<file path="config.mk">
export PLATFORM = sky130hd
export DESIGN_NAME = vfo_dco
export DESIGN_NICKNAME = d
export VERILOG_FILES = /design/src/rtl/vfo_dco.sv
export SDC_FILE = /design/constraint.sdc
export NUM_CORES = 1
export LEC_CHECK = 0
export CORE_ASPECT_RATIO = 2
export CORE_MARGIN = 5
export CORE_UTILIZATION = 35
export CTS_CLUSTER_SIZE = 10
export DETAILED_ROUTE_END_ITERATION = 8
export GPL_TIMING_DRIVEN = 0
export SYNTH_ARGS = -nofsm -noshare
export SYNTH_HDL_FRONTEND = slang
export SYNTH_SLANG_ARGS = --single-unit
</file>
<file path="constraint.sdc">
create_clock -name FastClk -period 3.7 [get_ports FastClk]
set_input_delay 0.37 -clock FastClk [delete_from_list [all_inputs] [get_ports FastClk]]
set_output_delay 0.37 -clock FastClk [all_outputs]
set_load 0.01 [all_outputs]
</file>
<file path="src/rtl/vfo_dco.sv">
// Digitally controlled oscillator for the 1x PLL: half-period counter with stepped adjustment,
// settle interval and lock detection. Define VFO_DITHER_EN for half-cycle frequency resolution.
module vfo_dco #(
  parameter int CNT_W     = 8,
  parameter int INIT_HALF = 16,
  parameter int MIN_HALF  = 2,
  parameter int MAX_HALF  = 255,
  parameter int STEP      = 1,
  parameter int SETTLE    = 4,
  parameter int LOCK_N    = 8
) (
  input  logic             FastClk,
  input  logic             Reset,
  input  logic [1:0]       AdjustFreq,
  output logic             PLLClock,
  output logic [CNT_W-1:0] HalfPeriod,
  output logic             Locked,
  output logic             AtLimit
);

`ifdef VFO_DITHER_EN
  localparam int FB = 1;
`else
  localparam int FB = 0;
`endif
  // hpFix holds the half-period in fixed point with FB fractional bits; AW adds headroom.
  localparam int HW = CNT_W + FB;
  localparam int AW = HW + 1;
  localparam int SW = (SETTLE > 0) ? $clog2(SETTLE + 1) : 1;
  localparam int LW = $clog2(LOCK_N + 1);

  localparam logic [AW-1:0] INIT_FIX = AW'(INIT_HALF << FB);
  localparam logic [AW-1:0] MIN_FIX  = AW'(MIN_HALF << FB);
  localparam logic [AW-1:0] MAX_FIX  = AW'(MAX_HALF << FB);
  localparam logic [AW-1:0] STEP_FIX = AW'(STEP);
  localparam logic [SW-1:0] SETTLE_V = SW'(SETTLE);
  localparam logic [LW-1:0] LOCK_MAX = LW'(LOCK_N);
  localparam logic [CNT_W:0] ONE_W   = (CNT_W+1)'(1);
  localparam logic INIT_AT_LIMIT = (INIT_FIX == MIN_FIX) || (INIT_FIX == MAX_FIX);

`ifndef SYNTHESIS
  if (MIN_HALF < 2 || MAX_HALF >= (1 << CNT_W) ||
      INIT_HALF < MIN_HALF || INIT_HALF > MAX_HALF) begin : gBadParams
    $fatal(1, "%m: illegal vfo_dco parameters (MIN_HALF/MAX_HALF/INIT_HALF)");
  end
`endif

  typedef enum logic {ST_SAMPLE, ST_SETTLE} adjState_t;

  logic [1:0]       adjMeta, adjSync;
  logic [CNT_W-1:0] cnt;
  logic [HW-1:0]    hpFix;
  adjState_t        state;
  logic [SW-1:0]    settleCnt;
  logic [LW-1:0]    lockCnt;

  logic [AW-1:0]    hpWide, hpUp, hpDown, hpNext;
  logic [CNT_W:0]   phaseLen;
  logic [LW-1:0]    lockNext;
  logic             phaseEnd, riseEvent, holdSample, speedUp, accept, atLimitNext;

  assign HalfPeriod = hpFix[HW-1:FB];

  always_comb begin
    hpWide = {1'b0, hpFix};
`ifdef VFO_DITHER_EN
    // Fractional half: the high phase gets the extra cycle, the low phase does not.
    phaseLen = {1'b0, hpFix[HW-1:1]} + {{CNT_W{1'b0}}, hpFix[0] & PLLClock};
`else
    phaseLen = {1'b0, hpFix};
`endif
    phaseEnd   = ({1'b0, cnt} == (phaseLen - ONE_W));
    riseEvent  = phaseEnd && !PLLClock;
    holdSample = adjSync[1] ^ adjSync[0];
    speedUp    = (adjSync == 2'b11);

    hpDown = (hpWide >= MIN_FIX + STEP_FIX) ? (hpWide - STEP_FIX) : MIN_FIX;
    if (hpDown < MIN_FIX) hpDown = MIN_FIX;
    hpUp = hpWide + STEP_FIX;
    if (hpUp > MAX_FIX) hpUp = MAX_FIX;

    accept = riseEvent && (state == ST_SAMPLE) && !holdSample;
    hpNext = hpWide;
    if (accept) hpNext = speedUp ? hpDown : hpUp;
    atLimitNext = (hpNext == MIN_FIX) || (hpNext == MAX_FIX);

    lockNext = lockCnt;
    if (riseEvent) begin
      if (!holdSample)             lockNext = '0;
      else if (lockCnt != LOCK_MAX) lockNext = lockCnt + LW'(1);
    end
  end

  always_ff @(posedge FastClk) begin
    if (Reset) begin
      adjMeta   <= 2'b01;
      adjSync   <= 2'b01;
      cnt       <= '0;
      PLLClock  <= 1'b0;
      hpFix     <= INIT_FIX[HW-1:0];
      state     <= ST_SAMPLE;
      settleCnt <= '0;
      lockCnt   <= '0;
      Locked    <= 1'b0;
      AtLimit   <= INIT_AT_LIMIT;
    end else begin
      adjMeta <= AdjustFreq;
      adjSync <= adjMeta;
      if (phaseEnd) begin
        cnt      <= '0;
        PLLClock <= ~PLLClock;
      end else begin
        cnt <= cnt + CNT_W'(1);
      end
      hpFix   <= hpNext[HW-1:0];
      AtLimit <= atLimitNext;
      lockCnt <= lockNext;
      Locked  <= (lockNext == LOCK_MAX);
      if (riseEvent) begin
        case (state)
          ST_SAMPLE: if (accept && SETTLE > 0) begin
            state     <= ST_SETTLE;
            settleCnt <= SETTLE_V;
          end
          ST_SETTLE: begin
            settleCnt <= settleCnt - SW'(1);
            if (settleCnt == SW'(1)) state <= ST_SAMPLE;
          end
        endcase
      end
    end
  end

endmodule

</file>
==> qor.txt, run 1 <==
reg-to-reg startpoint = HalfPeriod[0]
Warnings, synthesis = 0
DR vias = 1886
Synth async-reset ratio = 0%
Iteration-0 DRC Markers = 63
Clock transition at path regs = 0.05 ns
setup repair after global routing missed its margin = no
Synth-to-Final Area Change = 17.9%
startpoint type of the worst setup path = register
post-route minimum period = 3.41 ns
number of clock buffers inserted by TritonCTS = 5
number of nets still failing antenna checks after routing = 0
largest buffer count on any clock path = 2
CTS tree = done
data required time at the worst endpoint = 3.89 ns
number of post-CTS setup repair buffers = 0
first-pass GRT wire length = 9020 microns
Avg WL per Cell = 16.1 microns
fraction of the yosys area taken by sequential cells = 30.4%
floorplan die area = 7540 sq um
chip width = 64.0 microns
main flop type after synthesis = sky130_fd_sc_hd__dfxtp_1
gate count of the mapped netlist = 256
worst setup margin = 0.291 ns
Critical Path End Type = register
global-route total usage across every layer = 15.2%
largest fanout on the critical path = 9
flip-flop and latch count after synthesis = 31
Max Slew Vio Count = 0
Clock Root Buffer = sky130_fd_sc_hd__clkbuf_16
row cnt = 39
clock insertion delay at the later pin of the skew report = 0.28 ns
overall overflow remaining after global route = 0
outcome = finished, final reports clean
DR pass1 iterations = 4
Mean Syn Cell Area = 7.96 sq um
worst slew slack as a fraction of its limit = 49.6%
Cell Area, Synth = 2040 sq um
H-tree levels = 2
Power Dens Cells = 325 nW/um^2
fraction of the cycle the final worst path needs = 92.1%
number of hold violations in the final report = 0
worst vdd ir = 350 uV
slew at the pin closest to its max-slew limit = 0.750 ns
setup TNS = 0 ns
average via count per standard cell = 5.58
Die Span Y = 118 microns
number of antenna violations at the first check in global routing = 0
worst slack at placement = 0.209 ns
Port Buf Inserts = 14
pin count of the biggest net entering global routing = 11
share of final-layout standard cells stronger than drive strength 1 = 9.75%
arrival time reported for the critical path endpoint = 3.60 ns
Yosys cell types = 57
kind of critical path = register to register
Hold/Removal Path Class = register to register
highest clock rate = 293 MHz
clock skew = 0.00529 ns
Placeable Area = 5710 sq um
Diodes inserted = 0
Synthesized Nets = 269
initial core utilization = 35.7%
vias in the first global route = 1908
NumNets Final = 290
IO Count = 15
DRT Wirelength = 5430 microns
launch point of the worst hold path = adjMeta[0]
worst setup path startpoint = HalfPeriod[0]
Setup violations, final = 0
reported max-cap violation count = 0
clk sink count = 31
final RePlAce weighted congestion = 0.985
total DRC errors in the routed layout = 0
static leakage power = 0.869 nW
HPWL reported at the end of detailed placement = 4220 microns
number of synthesized flops with an enable pin = 0
fill cell total of the finished layout = 581
## metrics by stage
stage	std cells	hold WS, ns	power (W)	area, sq um	util [%]
floorplan	256	0.389	0.000372	2040	-
global placement	331	0.398	0.000383	2250	39.5
detailed placement	331	0.396	0.000384	2250	39.5
CTS	338	0.408	0.000794	2400	42.0
global route	338	0.428	0.000808	2400	42.1
finish	338	0.405	0.000782	2400	42.1
## per-layer routing
layer  share of wire [%]  vias up  track usage (%)
met1                  35      868             13.5
li1                    -      945                -
met3                 3.4       25             3.44
met5                   0        -                0
met2                  56       48             28.3
met4                 5.5        0             10.5
## state kept, by name, summed over array words and instances, names as in the netlist, 2 cells and up
signal	flops
lockCnt	4
adjMeta	2
cnt	8
settleCnt	3
adjSync	2
HalfPeriod	8
## logic make-up (layout without fill, tap and decap cells)
logic type                 Yosys count  in the layout  share of synthesized area, %
DFF                                 31             31                          30.4
AOI/OAI and AO/OA                   53             53                          17.8
adders and majority gates            9              9                          5.52
and+or+nand+nor                    110            110                          29.3
muxes                                3              3                          1.53
buffers and inverters               27             48                          5.46
xor gates and xnor gates            23             23                          9.88
## cells in the final DEF, fill, tap and decap left out, types with 3 or more instances in the layout
| master | netlist | final |
|---|---|---|
| sky130_fd_sc_hd__and3_1 | 5 | 5 |
| sky130_fd_sc_hd__nand4_1 | 3 | 3 |
| sky130_fd_sc_hd__nor2_1 | 26 | 26 |
| sky130_fd_sc_hd__nand2b_1 | 3 | 3 |
| sky130_fd_sc_hd__o21ai_0 | 16 | 16 |
| sky130_fd_sc_hd__nor3_1 | 9 | 9 |
| sky130_fd_sc_hd__xnor2_1 | 14 | 14 |
| sky130_fd_sc_hd__clkbuf_1 | 9 | 9 |
| sky130_fd_sc_hd__o31ai_1 | 4 | 4 |
| sky130_fd_sc_hd__a21oi_1 | 11 | 11 |
| sky130_fd_sc_hd__or2_2 | 3 | 3 |
| sky130_fd_sc_hd__inv_1 | 14 | 14 |
| sky130_fd_sc_hd__nand2_1 | 19 | 19 |
| sky130_fd_sc_hd__ha_1 | 9 | 9 |
| sky130_fd_sc_hd__dfxtp_1 | 31 | 31 |
| sky130_fd_sc_hd__xor2_1 | 9 | 9 |
| sky130_fd_sc_hd__clkbuf_16 | 0 | 5 |
| sky130_fd_sc_hd__nor2b_1 | 5 | 5 |
| sky130_fd_sc_hd__clkdlybuf4s50_1 | 0 | 14 |
| sky130_fd_sc_hd__nand3_1 | 17 | 17 |
## timing repair
item	in CTS	in global routing
gates resized for setup	0	1
hold buffers	0	0
setup endpoints to repair	0	1
## critical path, stage by stage, from the launching register on
cell                        delay, ns
sky130_fd_sc_hd__dfxtp_1         0.32
sky130_fd_sc_hd__buf_2           0.18
sky130_fd_sc_hd__inv_1           0.11
sky130_fd_sc_hd__ha_1            0.28
sky130_fd_sc_hd__or3b_4          0.45
sky130_fd_sc_hd__and2_4          0.17
sky130_fd_sc_hd__or3_4           0.37
sky130_fd_sc_hd__a211oi_4        0.40
sky130_fd_sc_hd__nand3_1         0.12
sky130_fd_sc_hd__a2bb2oi_1       0.46
sky130_fd_sc_hd__nand2_1         0.14
sky130_fd_sc_hd__o41ai_2         0.31
## cell usage after synthesis, types with 2 or more instances
master	number	share of area, %
sky130_fd_sc_hd__nor2_1	26	4.8
sky130_fd_sc_hd__nor2b_1	5	1.5
sky130_fd_sc_hd__a211oi_1	2	0.74
sky130_fd_sc_hd__nand2b_1	3	0.92
sky130_fd_sc_hd__mux2i_1	2	0.98
sky130_fd_sc_hd__dfxtp_1	31	30
sky130_fd_sc_hd__a21oi_1	11	2.7
sky130_fd_sc_hd__and2_1	2	0.61
sky130_fd_sc_hd__a31o_2	2	0.86
sky130_fd_sc_hd__xnor2_1	14	6.0
sky130_fd_sc_hd__o21ai_1	2	0.49
sky130_fd_sc_hd__and3_1	5	1.5
sky130_fd_sc_hd__buf_2	2	0.49
sky130_fd_sc_hd__or2_2	3	0.92
sky130_fd_sc_hd__o31ai_1	4	1.5
sky130_fd_sc_hd__a31oi_1	2	0.61
sky130_fd_sc_hd__nor3_1	9	2.2
sky130_fd_sc_hd__inv_1	14	2.6
sky130_fd_sc_hd__xor2_1	9	3.9
sky130_fd_sc_hd__or3_1	2	0.61
sky130_fd_sc_hd__clkbuf_1	9	1.7
sky130_fd_sc_hd__nand4_1	3	0.92
sky130_fd_sc_hd__nor3b_1	2	0.74
sky130_fd_sc_hd__nand2_1	19	3.5
sky130_fd_sc_hd__nor4_1	2	0.61
sky130_fd_sc_hd__ha_1	9	5.5
sky130_fd_sc_hd__o21ai_0	16	3.9
sky130_fd_sc_hd__nand3_1	17	4.2
## power by group
part	internal (W)	switching (W)	leakage, nW
sequential	0.000339	0.00000420	0.251
combinational	0.0000140	0.0000194	0.545
clock	0.000262	0.000143	0.0727
## worst paths after layout
kind | to | slack (ns) | depth (start not counted)
min | adjSync[0] | 0.41 | 1
max | AtLimit | 0.29 | 11
max reg2reg | AtLimit | 0.29 | 11
min reg2reg | adjSync[0] | 0.41 | 1
## cell type report
| cell class | count | area [sq um] | share of cell area [%] |
|---|---|---|---|
| clock buffer | 6 | 139 | 5.78 |
| buffer | 13 | 58.8 | 2.45 |
| sequential | 31 | 621 | 25.8 |
| tap | 61 | 76.3 | 3.18 |
| multi-input combinational | 198 | 1310 | 54.5 |
| clock inverter | 1 | 5.00 | 0.208 |
| timing repair buffer | 14 | 140 | 5.83 |
| inverter | 14 | 52.6 | 2.19 |
No activity file was read; power rests on OpenSTA's default activity.
==> run 2: changes to the inputs <==
--- a/config.mk
+++ b/config.mk
@@ -7,10 +7,11 @@
 export LEC_CHECK = 0
 export CORE_ASPECT_RATIO = 2
 export CORE_MARGIN = 5
-export CORE_UTILIZATION = 35
+export CORE_UTILIZATION = 58
 export CTS_CLUSTER_SIZE = 10
 export DETAILED_ROUTE_END_ITERATION = 8
 export GPL_TIMING_DRIVEN = 0
+export PLACE_DENSITY = 0.79
 export SYNTH_ARGS = -nofsm -noshare
 export SYNTH_HDL_FRONTEND = slang
 export SYNTH_SLANG_ARGS = --single-unit
==> run 2 against run 1 <==
  * Worst hold slack improved by 0.0090 ns
  * Sequential share of layout area increased by 0.93 points
  * Final cell count decreased by 8.3%
  * Power decreased by 15%
  * Clock power decreased by 29%
  * Critical path type unchanged
  * Critical endpoint unchanged
==> qor.txt, run 2 (synthesized netlist as in run 1, its figures left out) <==
row cnt = 30
post-route minimum period = 3.56 ns
fill cell total of the finished layout = 287
sequential cell area = 621 sq um
Worst path max stage delay = 0.46 ns
cells traversed along the worst timing path = buf_2, inv_1, ha_1, or3b_4, and2_4, or3_4, a211oi_4, nand2_4, buf_6, o21ai_1, nand2_1, o41ai_2
Clock Root Buffer = sky130_fd_sc_hd__clkbuf_8
arrival time reported for the critical path endpoint = 3.75 ns
pin count of the biggest net entering global routing = 11
power spent charging and discharging nets = 0.000144 W
most frequent standard cell in the layout excluding fill and tap cells = sky130_fd_sc_hd__dfxtp_1
first-pass GRT wire length = 8620 microns
Clock transition at path regs = 0.06 ns
HPWL reported at the end of detailed placement = 3780 microns
startpoint type of the worst setup path = register
number of cells upsized or downsized after cts = 0
global-route total usage across every layer = 23.4%
multi-input gate area in the final layout = 1310 sq um
Setup violations, final = 0
share of final-layout standard cells stronger than drive strength 1 = 9.35%
number of post-CTS setup repair buffers = 0
Placeable Area = 3380 sq um
Iteration-0 DRC Markers = 76
highest clock rate = 281 MHz
CTS tree = done
number of nets still failing antenna checks after routing = 0
worst vdd ir = 225 uV
number of buffers inserted by hold repair at cts = 0
outcome = finished, final reports clean
worst hold-check slack = 0.414 ns
floorplan die area = 4870 sq um
number of clock buffers inserted by TritonCTS = 5
standard cell with the maximum stage delay on the critical path = sky130_fd_sc_hd__or3b_4
number of hold violations in the final report = 0
Critical Path End Type = register
setup repair after global routing missed its margin = no
Hold/Removal Path Class = register to register
Power Dens Cells = 287 nW/um^2
initial core utilization = 60.3%
Sw Ratio = 21.6%
Die Span Y = 93.8 microns
setup TNS = 0 ns
register share of total power = 51.5%
clock network power share = 43.4%
vias in the first global route = 1978
worst slew slack as a fraction of its limit = 50.3%
Internal Power = 0.000522 W
Diodes inserted = 0
NumNets Final = 290
Port Buf Inserts = 14
chip width = 51.9 microns
Max Slew Vio Count = 0
clock insertion delay at the later pin of the skew report = 0.28 ns
overall overflow remaining after global route = 0
final RePlAce weighted congestion = 0.961
kind of critical path = register to register
combinational share of power = 5.1%
largest fanout on the critical path = 10
fraction of the cycle the final worst path needs = 96.2%
total DRC errors in the routed layout = 0
data required time at the worst endpoint = 3.89 ns
slew at the pin closest to its max-slew limit = 0.740 ns
largest buffer count on any clock path = 2
DR pass1 iterations = 4
reported max-cap violation count = 0
Avg WL per Cell = 16.1 microns
clock skew = 0.00403 ns
average via count per standard cell = 6.23
IO Count = 15
clk sink count = 31
DR vias = 1931
most frequent cells in the layout = sky130_fd_sc_hd__dfxtp_1 (31), sky130_fd_sc_hd__nor2_1 (26), sky130_fd_sc_hd__nand2_1 (19), sky130_fd_sc_hd__nand3_1 (17), sky130_fd_sc_hd__o21ai_0 (16)
Synth-to-Final Area Change = 13.8%
static leakage power = 0.847 nW
number of antenna violations at the first check in global routing = 0
H-tree levels = 2
DRT Wirelength = 5010 microns
run 2: changes by cell type in the layout (fill, tap and decap cells not counted):
cell,delta
sky130_fd_sc_hd__o21ai_2,-1
sky130_fd_sc_hd__o21ai_1,+1
sky130_fd_sc_hd__clkbuf_16,-5
sky130_fd_sc_hd__clkbuf_8,+6
sky130_fd_sc_hd__clkbuf_1,+1
sky130_fd_sc_hd__clkinv_2,-1
run 2: stage by stage:
stage	instance area, sq um	cells	setup WS [ns]	utilization (%)	total power, W
6_report	2320	310	0.139	68.6	0.000666
2_1_floorplan	2040	256	0.707	-	0.000372
5_1_grt	2320	310	0.0617	68.6	0.000695
3_3_place_gp	2220	302	0.209	65.7	0.000383
4_1_cts	2320	310	0.174	68.6	0.000672
3_5_place_dp	2220	302	0.196	65.7	0.000384
run 2: worst max-delay path, delay by kind of cell (launching register included):
kind                     cells  cell delay [ns]
flip-flops                   1             0.32
buffers and inverters        3             0.49
AO/OA/AOI/OAI                3             1.10
adder cells (fa/ha/maj)      1             0.30
AND/OR/NAND/NOR              5             1.27
run 2: worst paths after layout:
kind | startpoint | endpoint | slack [ns] | cells past startpoint
worst min-delay path | adjMeta[0] | adjSync[0] | 0.41 | 1
worst max register to register | HalfPeriod[0] | AtLimit | 0.14 | 12
worst max-delay path | HalfPeriod[0] | AtLimit | 0.14 | 12
worst min register to register | adjMeta[0] | adjSync[0] | 0.41 | 1
run 2: cell type report:
type	count	area share, %
multi-input combinational	198	56.3
sequential	31	26.8
timing repair buffer	14	6.04
clock buffer	8	4.32
buffer	13	2.54
inverter	14	2.27
tap	32	1.73
run 2: per-layer routing:
layer	GRT usage [%]	vias up	part of all wire [%]
met5	0	-	0
met4	16.8	0	5.4
met3	5.56	28	4.3
met2	41.1	66	55
met1	22.6	899	35
li1	-	938	-
run 2: power by group through the flow:
stage | clock, W | sequential [W] | combinational (W)
after floorplan | 0 | 0.000350 | 0.0000225
after global placement | 0 | 0.000350 | 0.0000325
after detailed placement | 0 | 0.000351 | 0.0000335
after CTS | 0.000295 | 0.000343 | 0.0000338
after global routing | 0.000313 | 0.000343 | 0.0000381
final | 0.000289 | 0.000343 | 0.0000337
